[src/rtl/accum_sequencer_if.sv]
// Bundle of handshake and bus signals between accum_sequencer, the correlator
// cores, the accumulator, the visibility SRAM and the readout bus.
interface accum_sequencer_if #(
    parameter int PBITS = 10,
    parameter int WIDTH = 36,
    parameter int CBITS = 16
);
    logic                 start_i;
    logic [CBITS-1:0]     frames_i;
    logic                 s_valid_i;
    logic                 s_ready_o;
    logic                 acc_en_o;
    logic                 acc_clr_o;
    logic [PBITS-1:0]     acc_addr_o;
    logic                 rd_en_o;
    logic [PBITS-1:0]     rd_addr_o;
    logic [2*WIDTH-1:0]   rd_data_i;
    logic                 m_valid_o;
    logic                 m_ready_i;
    logic [2*WIDTH-1:0]   m_data_o;
    logic                 m_last_o;
    logic                 busy_o;
    logic                 done_o;

    modport master (
        input  start_i, frames_i, s_valid_i, rd_data_i, m_ready_i,
        output s_ready_o, acc_en_o, acc_clr_o, acc_addr_o, rd_en_o, rd_addr_o,
               m_valid_o, m_data_o, m_last_o, busy_o, done_o
    );

    modport slave (
        output start_i, frames_i, s_valid_i, rd_data_i, m_ready_i,
        input  s_ready_o, acc_en_o, acc_clr_o, acc_addr_o, rd_en_o, rd_addr_o,
               m_valid_o, m_data_o, m_last_o, busy_o, done_o
    );
endinterface

[src/rtl/accum_sequencer.sv]
// Integration sequencer for the visibility accumulator: frame counting, write-back
// settle, then a backpressured SRAM drain. Define ACC_SEQ_CONTINUOUS_EN for free-running integrations.
module accum_sequencer #(
    parameter int CORES = 18,
    parameter int TRATE = 30,
    parameter int NBITS = 5,
    parameter int TBITS = 5,
    parameter int WIDTH = 36,
    parameter int CBITS = 16,
    parameter int FLUSH = 3
) (
    input  logic             clock_i,
    input  logic             reset_i,
    accum_sequencer_if.master bus
);
    localparam int PAIRS = CORES * TRATE;
    localparam int PBITS = NBITS + TBITS;
    localparam int FBITS = (FLUSH > 1) ? $clog2(FLUSH) : 1;
    localparam logic [PBITS-1:0] LAST_ADDR  = PBITS'(PAIRS - 1);
    localparam logic [FBITS-1:0] LAST_FLUSH = FBITS'(FLUSH - 1);

    typedef enum logic [1:0] {ST_IDLE, ST_ACCUM, ST_FLUSH, ST_DRAIN} state_t;

    state_t             state_q, state_d;
    logic [PBITS-1:0]   addr_q, addr_d;
    logic [CBITS-1:0]   frame_q, frame_d;
    logic [CBITS-1:0]   frames_lat_q, frames_lat_d;
    logic [FBITS-1:0]   flush_cnt_q, flush_cnt_d;
    logic [PBITS-1:0]   rd_addr_q, rd_addr_d;
    logic               rd_fin_q, rd_fin_d;
    logic               pend_q, pend_d;
    logic [1:0]         cnt_q, cnt_d;
    logic [2*WIDTH-1:0] buf0_q, buf0_d;
    logic [2*WIDTH-1:0] buf1_q, buf1_d;
    logic [PBITS-1:0]   out_cnt_q, out_cnt_d;
    logic               done_q, done_d;

    logic beat, last_beat, pop, push, last_pop, rd_en;

    always_comb begin
        state_d      = state_q;
        addr_d       = addr_q;
        frame_d      = frame_q;
        frames_lat_d = frames_lat_q;
        flush_cnt_d  = flush_cnt_q;
        rd_addr_d    = rd_addr_q;
        rd_fin_d     = rd_fin_q;
        out_cnt_d    = out_cnt_q;
        buf0_d       = buf0_q;
        buf1_d       = buf1_q;
        cnt_d        = cnt_q;
        done_d       = 1'b0;

        beat      = (state_q == ST_ACCUM) && bus.s_valid_i;
        last_beat = beat && (addr_q == LAST_ADDR) && (frame_q == frames_lat_q - 1'b1);
        pop       = (cnt_q != 2'd0) && bus.m_ready_i;
        push      = pend_q;
        last_pop  = pop && (out_cnt_q == LAST_ADDR);
        // Count the word leaving this cycle as free so the skid streams at full rate.
        rd_en     = (state_q == ST_DRAIN) && !rd_fin_q &&
                    ((2'(pend_q) + cnt_q - 2'(pop)) < 2'd2);
        pend_d    = rd_en;

        case (state_q)
            ST_IDLE: begin
                if (bus.start_i) begin
                    state_d      = ST_ACCUM;
                    frames_lat_d = (bus.frames_i == '0) ? CBITS'(1) : bus.frames_i;
                    addr_d       = '0;
                    frame_d      = '0;
                end
            end
            ST_ACCUM: begin
                if (beat) begin
                    if (addr_q == LAST_ADDR) begin
                        addr_d  = '0;
                        frame_d = frame_q + 1'b1;
                    end else begin
                        addr_d  = addr_q + 1'b1;
                    end
                end
                if (last_beat) begin
                    state_d     = ST_FLUSH;
                    flush_cnt_d = '0;
                end
            end
            ST_FLUSH: begin
                flush_cnt_d = flush_cnt_q + 1'b1;
                if (flush_cnt_q == LAST_FLUSH) begin
                    state_d   = ST_DRAIN;
                    rd_addr_d = '0;
                    rd_fin_d  = 1'b0;
                    out_cnt_d = '0;
                end
            end
            ST_DRAIN: begin
                if (rd_en) begin
                    if (rd_addr_q == LAST_ADDR) rd_fin_d  = 1'b1;
                    else                        rd_addr_d = rd_addr_q + 1'b1;
                end
                if (pop) out_cnt_d = out_cnt_q + 1'b1;
                if (last_pop) begin
                    done_d    = 1'b1;
                    rd_addr_d = '0;
                    rd_fin_d  = 1'b0;
                    out_cnt_d = '0;
`ifdef ACC_SEQ_CONTINUOUS_EN
                    state_d   = ST_ACCUM;
                    addr_d    = '0;
                    frame_d   = '0;
`else
                    state_d   = ST_IDLE;
`endif
                end
            end
            default: state_d = ST_IDLE;
        endcase

        // buf0 is always the head of the skid; buf1 only fills under backpressure.
        case ({push, pop})
            2'b10: begin
                if (cnt_q == 2'd0) buf0_d = bus.rd_data_i;
                else               buf1_d = bus.rd_data_i;
                cnt_d = cnt_q + 2'd1;
            end
            2'b01: begin
                buf0_d = buf1_q;
                cnt_d  = cnt_q - 2'd1;
            end
            2'b11: begin
                if (cnt_q == 2'd1) begin
                    buf0_d = bus.rd_data_i;
                end else begin
                    buf0_d = buf1_q;
                    buf1_d = bus.rd_data_i;
                end
            end
            default: ;
        endcase
    end

    always_ff @(posedge clock_i) begin
        if (reset_i) begin
            state_q      <= ST_IDLE;
            addr_q       <= '0;
            frame_q      <= '0;
            frames_lat_q <= '0;
            flush_cnt_q  <= '0;
            rd_addr_q    <= '0;
            rd_fin_q     <= 1'b0;
            pend_q       <= 1'b0;
            cnt_q        <= 2'd0;
            buf0_q       <= '0;
            buf1_q       <= '0;
            out_cnt_q    <= '0;
            done_q       <= 1'b0;
        end else begin
            state_q      <= state_d;
            addr_q       <= addr_d;
            frame_q      <= frame_d;
            frames_lat_q <= frames_lat_d;
            flush_cnt_q  <= flush_cnt_d;
            rd_addr_q    <= rd_addr_d;
            rd_fin_q     <= rd_fin_d;
            pend_q       <= pend_d;
            cnt_q        <= cnt_d;
            buf0_q       <= buf0_d;
            buf1_q       <= buf1_d;
            out_cnt_q    <= out_cnt_d;
            done_q       <= done_d;
        end
    end

    assign bus.s_ready_o  = (state_q == ST_ACCUM);
    assign bus.acc_en_o   = beat;
    assign bus.acc_clr_o  = (state_q == ST_ACCUM) && (frame_q == '0);
    assign bus.acc_addr_o = addr_q;
    assign bus.rd_en_o    = rd_en;
    assign bus.rd_addr_o  = rd_addr_q;
    assign bus.m_valid_o  = (cnt_q != 2'd0);
    assign bus.m_data_o   = (cnt_q != 2'd0) ? buf0_q : '0;
    assign bus.m_last_o   = (cnt_q != 2'd0) && (out_cnt_q == LAST_ADDR);
    assign bus.busy_o     = (state_q != ST_IDLE);
    assign bus.done_o     = done_q;
endmodule

[src/flat_wrapper.sv]
// flat-port wrapper written by rule: the top's interface ports become plain ports
module accum_sequencer_flat 
#(
    parameter int CORES = 18,
    parameter int TRATE = 30,
    parameter int NBITS = 5,
    parameter int TBITS = 5,
    parameter int WIDTH = 36,
    parameter int CBITS = 16,
    parameter int FLUSH = 3
)
  (clock_i, reset_i, bus_start_i, bus_frames_i, bus_s_valid_i, bus_rd_data_i, bus_m_ready_i, bus_s_ready_o, bus_acc_en_o, bus_acc_clr_o, bus_acc_addr_o, bus_rd_en_o, bus_rd_addr_o, bus_m_valid_o, bus_m_data_o, bus_m_last_o, bus_busy_o, bus_done_o);
  accum_sequencer_if #(.PBITS((10)), .WIDTH(WIDTH), .CBITS(CBITS)) bus_i ();
  input  logic clock_i;
  input  logic reset_i;
  input wire logic [$bits(bus_i.start_i)-1:0] bus_start_i;
  input wire logic [$bits(bus_i.frames_i)-1:0] bus_frames_i;
  input wire logic [$bits(bus_i.s_valid_i)-1:0] bus_s_valid_i;
  input wire logic [$bits(bus_i.rd_data_i)-1:0] bus_rd_data_i;
  input wire logic [$bits(bus_i.m_ready_i)-1:0] bus_m_ready_i;
  output wire logic [$bits(bus_i.s_ready_o)-1:0] bus_s_ready_o;
  output wire logic [$bits(bus_i.acc_en_o)-1:0] bus_acc_en_o;
  output wire logic [$bits(bus_i.acc_clr_o)-1:0] bus_acc_clr_o;
  output wire logic [$bits(bus_i.acc_addr_o)-1:0] bus_acc_addr_o;
  output wire logic [$bits(bus_i.rd_en_o)-1:0] bus_rd_en_o;
  output wire logic [$bits(bus_i.rd_addr_o)-1:0] bus_rd_addr_o;
  output wire logic [$bits(bus_i.m_valid_o)-1:0] bus_m_valid_o;
  output wire logic [$bits(bus_i.m_data_o)-1:0] bus_m_data_o;
  output wire logic [$bits(bus_i.m_last_o)-1:0] bus_m_last_o;
  output wire logic [$bits(bus_i.busy_o)-1:0] bus_busy_o;
  output wire logic [$bits(bus_i.done_o)-1:0] bus_done_o;
  assign bus_i.start_i = bus_start_i;
  assign bus_i.frames_i = bus_frames_i;
  assign bus_i.s_valid_i = bus_s_valid_i;
  assign bus_i.rd_data_i = bus_rd_data_i;
  assign bus_i.m_ready_i = bus_m_ready_i;
  assign bus_s_ready_o = bus_i.s_ready_o;
  assign bus_acc_en_o = bus_i.acc_en_o;
  assign bus_acc_clr_o = bus_i.acc_clr_o;
  assign bus_acc_addr_o = bus_i.acc_addr_o;
  assign bus_rd_en_o = bus_i.rd_en_o;
  assign bus_rd_addr_o = bus_i.rd_addr_o;
  assign bus_m_valid_o = bus_i.m_valid_o;
  assign bus_m_data_o = bus_i.m_data_o;
  assign bus_m_last_o = bus_i.m_last_o;
  assign bus_busy_o = bus_i.busy_o;
  assign bus_done_o = bus_i.done_o;
  accum_sequencer #(.CORES(CORES), .TRATE(TRATE), .NBITS(NBITS), .TBITS(TBITS), .WIDTH(WIDTH), .CBITS(CBITS), .FLUSH(FLUSH)) u_core (.clock_i(clock_i), .reset_i(reset_i), .bus(bus_i));
endmodule
[config.mk]
export PLATFORM = sky130hd
export DESIGN_NAME = accum_sequencer_flat
export DESIGN_NICKNAME = d
export VERILOG_FILES = /design/src/rtl/accum_sequencer_if.sv /design/src/rtl/accum_sequencer.sv /design/src/flat_wrapper.sv
export SDC_FILE = /design/constraint.sdc
export NUM_CORES = 1
export LEC_CHECK = 0
export ABC_AREA = 1
export BUFFER_PORTS_ARGS = -buffer_cell sky130_fd_sc_hd__buf_4
export CAP_MARGIN = 10
export CELL_PAD_IN_SITES_DETAIL_PLACEMENT = 1
export CELL_PAD_IN_SITES_GLOBAL_PLACEMENT = 2
export CORE_MARGIN = 5
export CORE_UTILIZATION = 25
export CTS_CLUSTER_SIZE = 12
export DETAILED_ROUTE_END_ITERATION = 7
export PLACE_DENSITY_LB_ADDON = 0.1
export SLEW_MARGIN = 0
export SYNTH_ARGS = -nofsm -noshare
export SYNTH_HDL_FRONTEND = slang
export SYNTH_SLANG_ARGS = --single-unit
[constraint.sdc]
create_clock -name clock_i -period 3.2 [get_ports clock_i]
set_clock_uncertainty 0.05 [all_clocks]
set_input_delay 0 -clock clock_i [delete_from_list [all_inputs] [get_ports clock_i]]
set_output_delay 0 -clock clock_i [all_outputs]
set_load 0.02 [all_outputs]
==> metrics.md, run 1 <==
| Metric | Value |
|---|---|
| Run status | `completed` |
| Register area share after synthesis | `0.391` |
| PwrDens | `726 nW/um2` |
| Synthesized flop and latch total | `~220` |
| Boundary pin count | `between 150 and 200` |
| Initial antenna violation count | `5` |
| M1 WL | `between 15 and 20 mm` |
| Period utilisation layout | `0.883` |
| Top Layer Used | `met4` |
| Clock Latency Late Sink | `0.57 ns` |
| Peak supply drop | `~0.34 mV` |
| Core Area | `43900 um2` |
| CTS resizes | `0` |
| Crit-path slowest cell | `o21ai_4` |
| Crit path kind | `flip-flop to flip-flop` |
| Psw | `~4.4 mW` |
| Die Span Y | `between 200 and 250 um` |
| CP Buf/Inv Count | `6` |
| Post-Synthesis Cell Area | `11000 um2` |
| Cts bufs inserted | `29` |
| DR vias/cell | `approximately 4.5` |
| Clock sinks | `about 220` |
| Critical path peak fanout | `21` |
| Met2 routed WL | `between 15 and 20 mm` |
| Worst path required time | `between 3 and 4 ns` |
| First-pass GRT wire length | `between 60 and 70 mm` |
| H-tree level count | `1` |
| GRT Overall Usage | `0.152` |
| Fmax | `~350 MHz` |
| Sw Share | `0.397` |
| Grt ovf | `0` |
| Drt total wl | `between 30 and 40 mm` |
| CTS max path bufs | `3` |
| Part of the power in registers | `0.328` |
| Vias in the first global route | `11331` |
| Fraction of layout cells with a size suffix above 1 | `0.158` |
| Reg area | `around 4300 um2` |
| Startpoint Class | `flip-flop` |
| Die area | `between 40000 and 50000 um2` |
| Root Driver | `clkbuf_16` |
| Max-slew violation count | `0` |
| Maxcap violations | `0` |
| Final setup TNS | `0 ns` |
| Clock share of power | `0.288` |
| Die X | `roughly 220 um` |
| Wire length on met3 | `1.70 mm` |
| Number of detailed-route iterations in the first pass | `4` |
| CP endpoint kind | `flip-flop` |
| R2R Setup Slk | `between 0.3 and 0.4 ns` |
| Critical Path Max Stage Delay | `about 0.57 ns` |
| RSZ-0062 raised after global routing | `false` |
| Worst-margin pin slew | `around 0.94 ns` |
| Initial DRC count | `between 300 and 400` |
| TritonCTS clock tree | `done` |
| Post-route ant nets | `0` |
| DR WL/cell | `approximately 15 um` |
| Largest net degree at the start of global routing | `97` |
| # DRC | `0` |
| Vias | `~11000` |
| Top Family by Delay on Critical Path | `compound AO/OA/AOI/OAI gates` |
| Area Growth Syn to Fin | `37.3%` |
| Unique masters post-synth | `50` |
| Pre-CTS WS | `0.310 ns` |
| Logic pwr share | `0.384` |
| Final setup fails | `0` |
| Worst Path Arrival | `3.23 ns` |
| Nets | `around 2000` |
| Tmin final | `~2.8 ns` |
| Fin worst setup slack | `0.375 ns` |
| Layout fillers | `about 5400` |
| Cell Area, Placed | `roughly 13000 um2` |
| Most used cell, CP | `inv_1` |
| Multi-input combinational cell area | `about 5000 um2` |
| PortBufs | `192` |
| Post-route cell area | `15100 um2` |
| Cell Chain, Critical Path | `inv_1 > ha_2 > inv_2 > nand2_2 > inv_1 > ha_1 > inv_1 > o21ai_4 > buf_4 > o21ai_0 > o221ai_1 > inv_1` |
| RePlAce Congestion | `about 0.76` |
| Syn Inst Count | `between 1500 and 2000` |
| Internal power | `roughly 6.6 mW` |
| Max_slew headroom | `0.371` |
| Syn_nets | `about 1700` |
| Hold Vio Cnt, Final | `0` |
| Hpwl dp | `approximately 25 mm` |
| Synth warnings | `0` |
| Worst-path clk slew | `roughly 0.06 ns` |
| Mean post-synth cell area | `a little under 7 um2` |
| Min-Delay Path Class | `input port to flip-flop` |
| Initial Utilization | `0.251` |
| Row cnt | `between 70 and 80` |
| Static Leak | `between 6 and 7 nW` |
## cell usage in the layout, fill, tap and decap left out, types with 11 or more instances in the layout
cell type,synthesis,layout
a21oi_1,114,113
buf_4,0,205
clkbuf_16,0,29
dfxtp_1,215,215
dlygate4sd3_1,0,110
ha_1,17,16
inv_1,371,370
nand2_1,140,140
nand3_1,39,39
nand4_1,14,14
nor2_1,228,228
nor3_1,29,29
nor4_1,14,14
o21ai_0,159,159
o221ai_1,72,72
xnor2_1,11,11
xor2_1,19,19
## stage by stage
step | std cells | utilization | hold slack [ns] | total power, mW
CTS | 2478 | 0.344 | 0.172 | 11.3
global route | 2485 | 0.344 | 0.213 | 11.9
floorplan | 1602 | - | 0.0946 | 6.36
finish | 2486 | 0.344 | 0.215 | 11.0
global placement | 2316 | 0.298 | 0.220 | 7.77
detailed placement | 2316 | 0.298 | 0.230 | 7.84
## flip-flops by register name, indices dropped and copies added (netlist names)
register               flops
u_core.buf0_q             72
u_core.bus.done_o          1
u_core.pend_q              1
u_core.rd_fin_q            1
u_core.bus.rd_addr_o      10
u_core.state_q             2
u_core.frame_q            16
u_core.buf1_q             72
u_core.bus.acc_addr_o     10
u_core.out_cnt_q          10
u_core.frames_lat_q       16
u_core.flush_cnt_q         2
u_core.cnt_q               2
## cells by family (layout without fill, tap and decap cells)
logic type | Yosys count | count (layout) | synth area share
xor gates and xnor gates | 30 | 30 | 0.0238
other | 0 | 5 | 0
buffers and inverters | 463 | 750 | 0.161
and+or+nand+nor | 502 | 502 | 0.202
DFF | 215 | 215 | 0.391
AOI/OAI and AO/OA | 375 | 375 | 0.203
adders and majority gates | 17 | 17 | 0.0193
## synthesized netlist by cell type, drive strengths merged
master  instances  area (um2)
a221oi          2        17.5
xnor2          11        96.3
nand2         147         579
nor3           32         188
buf            15        87.6
o211ai          1        7.51
inv           377        1420
or2             2        12.5
o21bai          2        15.0
o21a            3        23.8
ha             17         213
clkinv          1        3.75
nor4b           1        8.76
nand3b          5        37.5
nor2          237         932
and2            2        12.5
dfxtp         215        4300
a31oi           1        6.26
nand4          14        87.6
nand3          44         245
clkbuf         70         267
a22oi           1        7.51
o221ai         72         631
xor2           19         166
nor4           15         100
a211oi          9        72.6
a21oi         116         588
nor3b           3        22.5
o21ai         168         867
## cell type report
type | instances | share of cell area
multi-input combinational | 924 | 0.329
tap | 592 | 0.0490
timing repair buffer | 320 | 0.181
inverter | 378 | 0.0941
antenna | 5 | 0.000827
clock inverter | 9 | 0.00562
clock buffer | 43 | 0.0554
sequential | 215 | 0.284
## power by group through the flow
| stage | registers (mW) | clock network [mW] | logic (mW) |
|---|---|---|---|
| floorplan | 3.56 | 0 | 2.80 |
| global placement | 3.65 | 0 | 4.11 |
| detailed placement | 3.66 | 0 | 4.18 |
| CTS | 3.61 | 3.31 | 4.35 |
| global route | 3.67 | 3.42 | 4.83 |
| finish | 3.60 | 3.17 | 4.22 |
## metal layers
layer	global-route usage	vias to the layer above
met2	0.269	136
met4	0.0304	0
met5	0	-
li1	-	5641
met3	0.0335	43
met1	0.192	5325
## worst reg2reg max path: cells and delay by family (launching register included)
family | cells | cell delay, ns
DFF | 1 | 0.34
adders and majority gates | 2 | 0.52
and+or+nand+nor | 1 | 0.15
AOI/OAI and AO/OA | 3 | 0.84
buffers and inverters | 6 | 0.84
## worst paths after layout
kind	startpoint	end	cells past startpoint
hold / removal	bus_rd_data_i[30]	u_core.buf1_q[30]$_SDFFE_PP0P_	4
setup reg to reg	u_core.cnt_q[0]$_SDFFE_PP0N_	u_core.buf0_q[2]$_SDFFE_PP0P_	12
setup / recovery	u_core.cnt_q[0]$_SDFFE_PP0N_	u_core.buf0_q[2]$_SDFFE_PP0P_	12
hold reg to reg	u_core.buf1_q[4]$_SDFFE_PP0P_	u_core.buf1_q[4]$_SDFFE_PP0P_	2
## repair_timing
action | in CTS | in global routing
hold buffers | 110 | 0
buffers inserted | 0 | 3
setup endpoints to repair | 0 | 2
endpoints found under the hold margin | 179 | 0
Note: power is estimated with default switching activity, not from simulation.
==> run 2, diff against run 1 <==
--- a/config.mk
+++ b/config.mk
@@ -10,11 +10,11 @@
 export CAP_MARGIN = 10
 export CELL_PAD_IN_SITES_DETAIL_PLACEMENT = 1
 export CELL_PAD_IN_SITES_GLOBAL_PLACEMENT = 2
-export CORE_MARGIN = 5
 export CORE_UTILIZATION = 25
 export CTS_CLUSTER_SIZE = 12
 export DETAILED_ROUTE_END_ITERATION = 7
 export PLACE_DENSITY_LB_ADDON = 0.1
+export SKIP_LAST_GASP = 1
 export SLEW_MARGIN = 0
 export SYNTH_ARGS = -nofsm -noshare
 export SYNTH_HDL_FRONTEND = slang
==> constraint.sdc (replaced) <==
create_clock -name clock_i -period 3 [get_ports clock_i]
set_clock_uncertainty 0.05 [all_clocks]
set_input_delay 0 -clock clock_i [delete_from_list [all_inputs] [get_ports clock_i]]
set_output_delay 0 -clock clock_i [all_outputs]
set_load 0.02 [all_outputs]
==> metrics.md, run 2 (synthesized netlist as in run 1, its figures left out) <==
| Metric | Value |
|---|---|
| Run status | `completed` |
| Number of detailed-route iterations in the first pass | `4` |
| Grt ovf | `0` |
| CTS max path bufs | `3` |
| Max_slew headroom | `0.355` |
| TritonCTS clock tree | `done` |
| Fraction of layout cells with a size suffix above 1 | `0.160` |
| Biggest regs | `u_core.buf0_q (72), u_core.buf1_q (72)` |
| Worst setup path startpoint | `u_core.cnt_q[1]$_SDFFE_PP0N_` |
| Reg-to-reg startpoint | `u_core.cnt_q[1]$_SDFFE_PP0N_` |
| Initial DRC count | `329` |
| Drt total wl | `37.5 mm` |
| Die X | `around 210 um` |
| Last element of the critical path | `u_core.buf1_q[12]$_SDFFE_PP0P_` |
| # DRC | `0` |
| Hold Vio Cnt, Final | `0` |
| Critical path peak fanout | `48` |
| Row cnt | `76` |
| Post-route ant nets | `0` |
| Startpoint Class | `flip-flop` |
| Maxcap violations | `0` |
| Area Growth Syn to Fin | `38.1%` |
| Period utilisation layout | `0.938` |
| DR vias/cell | `4.48` |
| Fmax | `355 MHz` |
| Hpwl dp | `approximately 25 mm` |
| Worst Path Arrival | `~3.2 ns` |
| Tmin final | `between 2 and 3 ns` |
| Crit path kind | `flip-flop to flip-flop` |
| Die Span Y | `212 um` |
| Die area | `between 40000 and 50000 um2` |
| GRT Overall Usage | `0.166` |
| DR WL/cell | `15.1 um` |
| Cell count after placement | `between 2000 and 2500` |
| RSZ-0062 raised after global routing | `true` |
| Clock sinks | `between 200 and 250` |
| CP endpoint kind | `flip-flop` |
| Nets | `1982` |
| H-tree level count | `1` |
| Vias in the first global route | `approximately 11000` |
| Max-slew violation count | `0` |
| R2R depth | `12` |
| Worst-margin pin slew | `a little under 1 ns` |
| First-pass GRT wire length | `roughly 60 mm` |
| Cts bufs inserted | `28` |
| Peak supply drop | `~0.46 mV` |
| Worst path required time | `around 3.4 ns` |
| PortBufs | `~190` |
| Vias | `11116` |
| Final setup fails | `0` |
| Finished Layout Cells | `~2500` |
| Core Area | `around 43000 um2` |
| Static Leak | `6.59 nW` |
| Initial Utilization | `0.255` |
| Initial antenna violation count | `4` |
| Power, Total | `11.8 mW` |
| Commonest cells after routing, fill and taps aside | `370 x inv_1, 228 x nor2_1, 215 x dfxtp_1, 203 x buf_4, 159 x o21ai_0` |
| Clock Latency Late Sink | `between 0.5 and 0.6 ns` |
| Layout fillers | `between 5000 and 6000` |
| Min-Delay Path Class | `input port to flip-flop` |
| Boundary pin count | `193` |
| Reg-to-reg endpoint | `u_core.buf1_q[12]$_SDFFE_PP0P_` |
| Root Driver | `clkbuf_16` |
| PwrDens | `between 700 and 800 nW/um2` |
| R2R Setup Slk | `0.18 ns` |
| Worst-path clk slew | `around 0.060 ns` |
| RePlAce Congestion | `approximately 0.77` |
| Most common cell after layout, fill and taps aside | `inv_1` |
| Largest net degree at the start of global routing | `77` |
==> run 2: changes by cell type in the layout (fill, tap and decap cells not counted), sizes merged <==
cell / before / now
clkbuf: 43 / 45
o21ai: 168 / 169
buf: 210 / 215
dlygate4sd3: 110 / 109
bufinv: 1 / 0
diode: 5 / 3
clkinv: 8 / 5
inv: 378 / 377
==> run 2: per-layer routing <==
metal / routed length [um] / track usage
met2: 17400 / 0.287
met1: 17900 / 0.214
met4: 716 / 0.0362
met3: 1440 / 0.0307
met5: 17 / 0
==> run 2: worst min-delay path by stage <==
stage	from	to	slack, ns	cells after the start
floorplan	bus_frames_i[15]	u_core.frames_lat_q[15]$_SDFFE_PP0P_	0.09	2
global placement	bus_frames_i[15]	u_core.frames_lat_q[15]$_SDFFE_PP0P_	0.22	3
detailed placement	bus_frames_i[10]	u_core.frames_lat_q[10]$_SDFFE_PP0P_	0.23	3
CTS	bus_s_valid_i	u_core.flush_cnt_q[1]$_SDFFE_PP0P_	0.01	7
global route	bus_s_valid_i	u_core.flush_cnt_q[1]$_SDFFE_PP0P_	0.08	6
finish	bus_s_valid_i	u_core.flush_cnt_q[1]$_SDFFE_PP0P_	0.02	7
==> run 2: critical path, cell delays in order (launching register included) <==
cell and delay [ns]:
dfxtp_1 0.35, inv_1 0.08, ha_2 0.19, inv_2 0.13
nand2_2 0.15, inv_1 0.11, ha_2 0.33, nand2_1 0.24
o21ai_0 0.22, o21ai_4 0.29, buf_12 0.27, o21ai_0 0.21
a21oi_1 0.06
==> run 2: final cells by class <==
| type | count | area [um2] | share of cell area |
|---|---|---|---|
| flip-flops and latches | 215 | 4300 | 0.283 |
| diodes | 3 | 7.51 | 0.000493 |
| repair buffers | 324 | 2860 | 0.188 |
| multi-input cells | 925 | 5000 | 0.328 |
| well taps | 585 | 732 | 0.0481 |
| inverters | 378 | 1420 | 0.0936 |
| clock buffers | 45 | 855 | 0.0562 |
| clock inverters | 4 | 45.0 | 0.00296 |
==> run 2: per-stage QoR <==
| step | utilization | worst slack (ns) | setup TNS, ns | hold WS (ns) | area (um2) |
|---|---|---|---|---|---|
| global route | 0.352 | -0.0945 | -1.71 | 0.0760 | 15200 |
| CTS | 0.350 | 0.0745 | 0 | 0.0100 | 15100 |
| floorplan | - | 0.745 | 0 | 0.0946 | 11000 |
| global placement | 0.304 | 0.212 | 0 | 0.220 | 13200 |
| detailed placement | 0.304 | 0.0799 | 0 | 0.232 | 13200 |
| finish | 0.352 | 0.185 | 0 | 0.0205 | 15200 |
==> run 2: timing repair <==
action                                  CTS  global route
resized for setup                         0             1
hold endpoints to repair                180             0
endpoints found under the setup margin    0            66
hold buffers                            109             0
setup buffers                             0             5
==> run 2: report_power, final <==
| part | leakage, nW | internal (mW) | switching (mW) |
|---|---|---|---|
| clock | 0.442 | 1.94 | 1.34 |
| sequential | 1.75 | 3.49 | 0.351 |
| combinational | 4.40 | 1.68 | 2.99 |
| total | 6.59 | 7.10 | 4.68 |
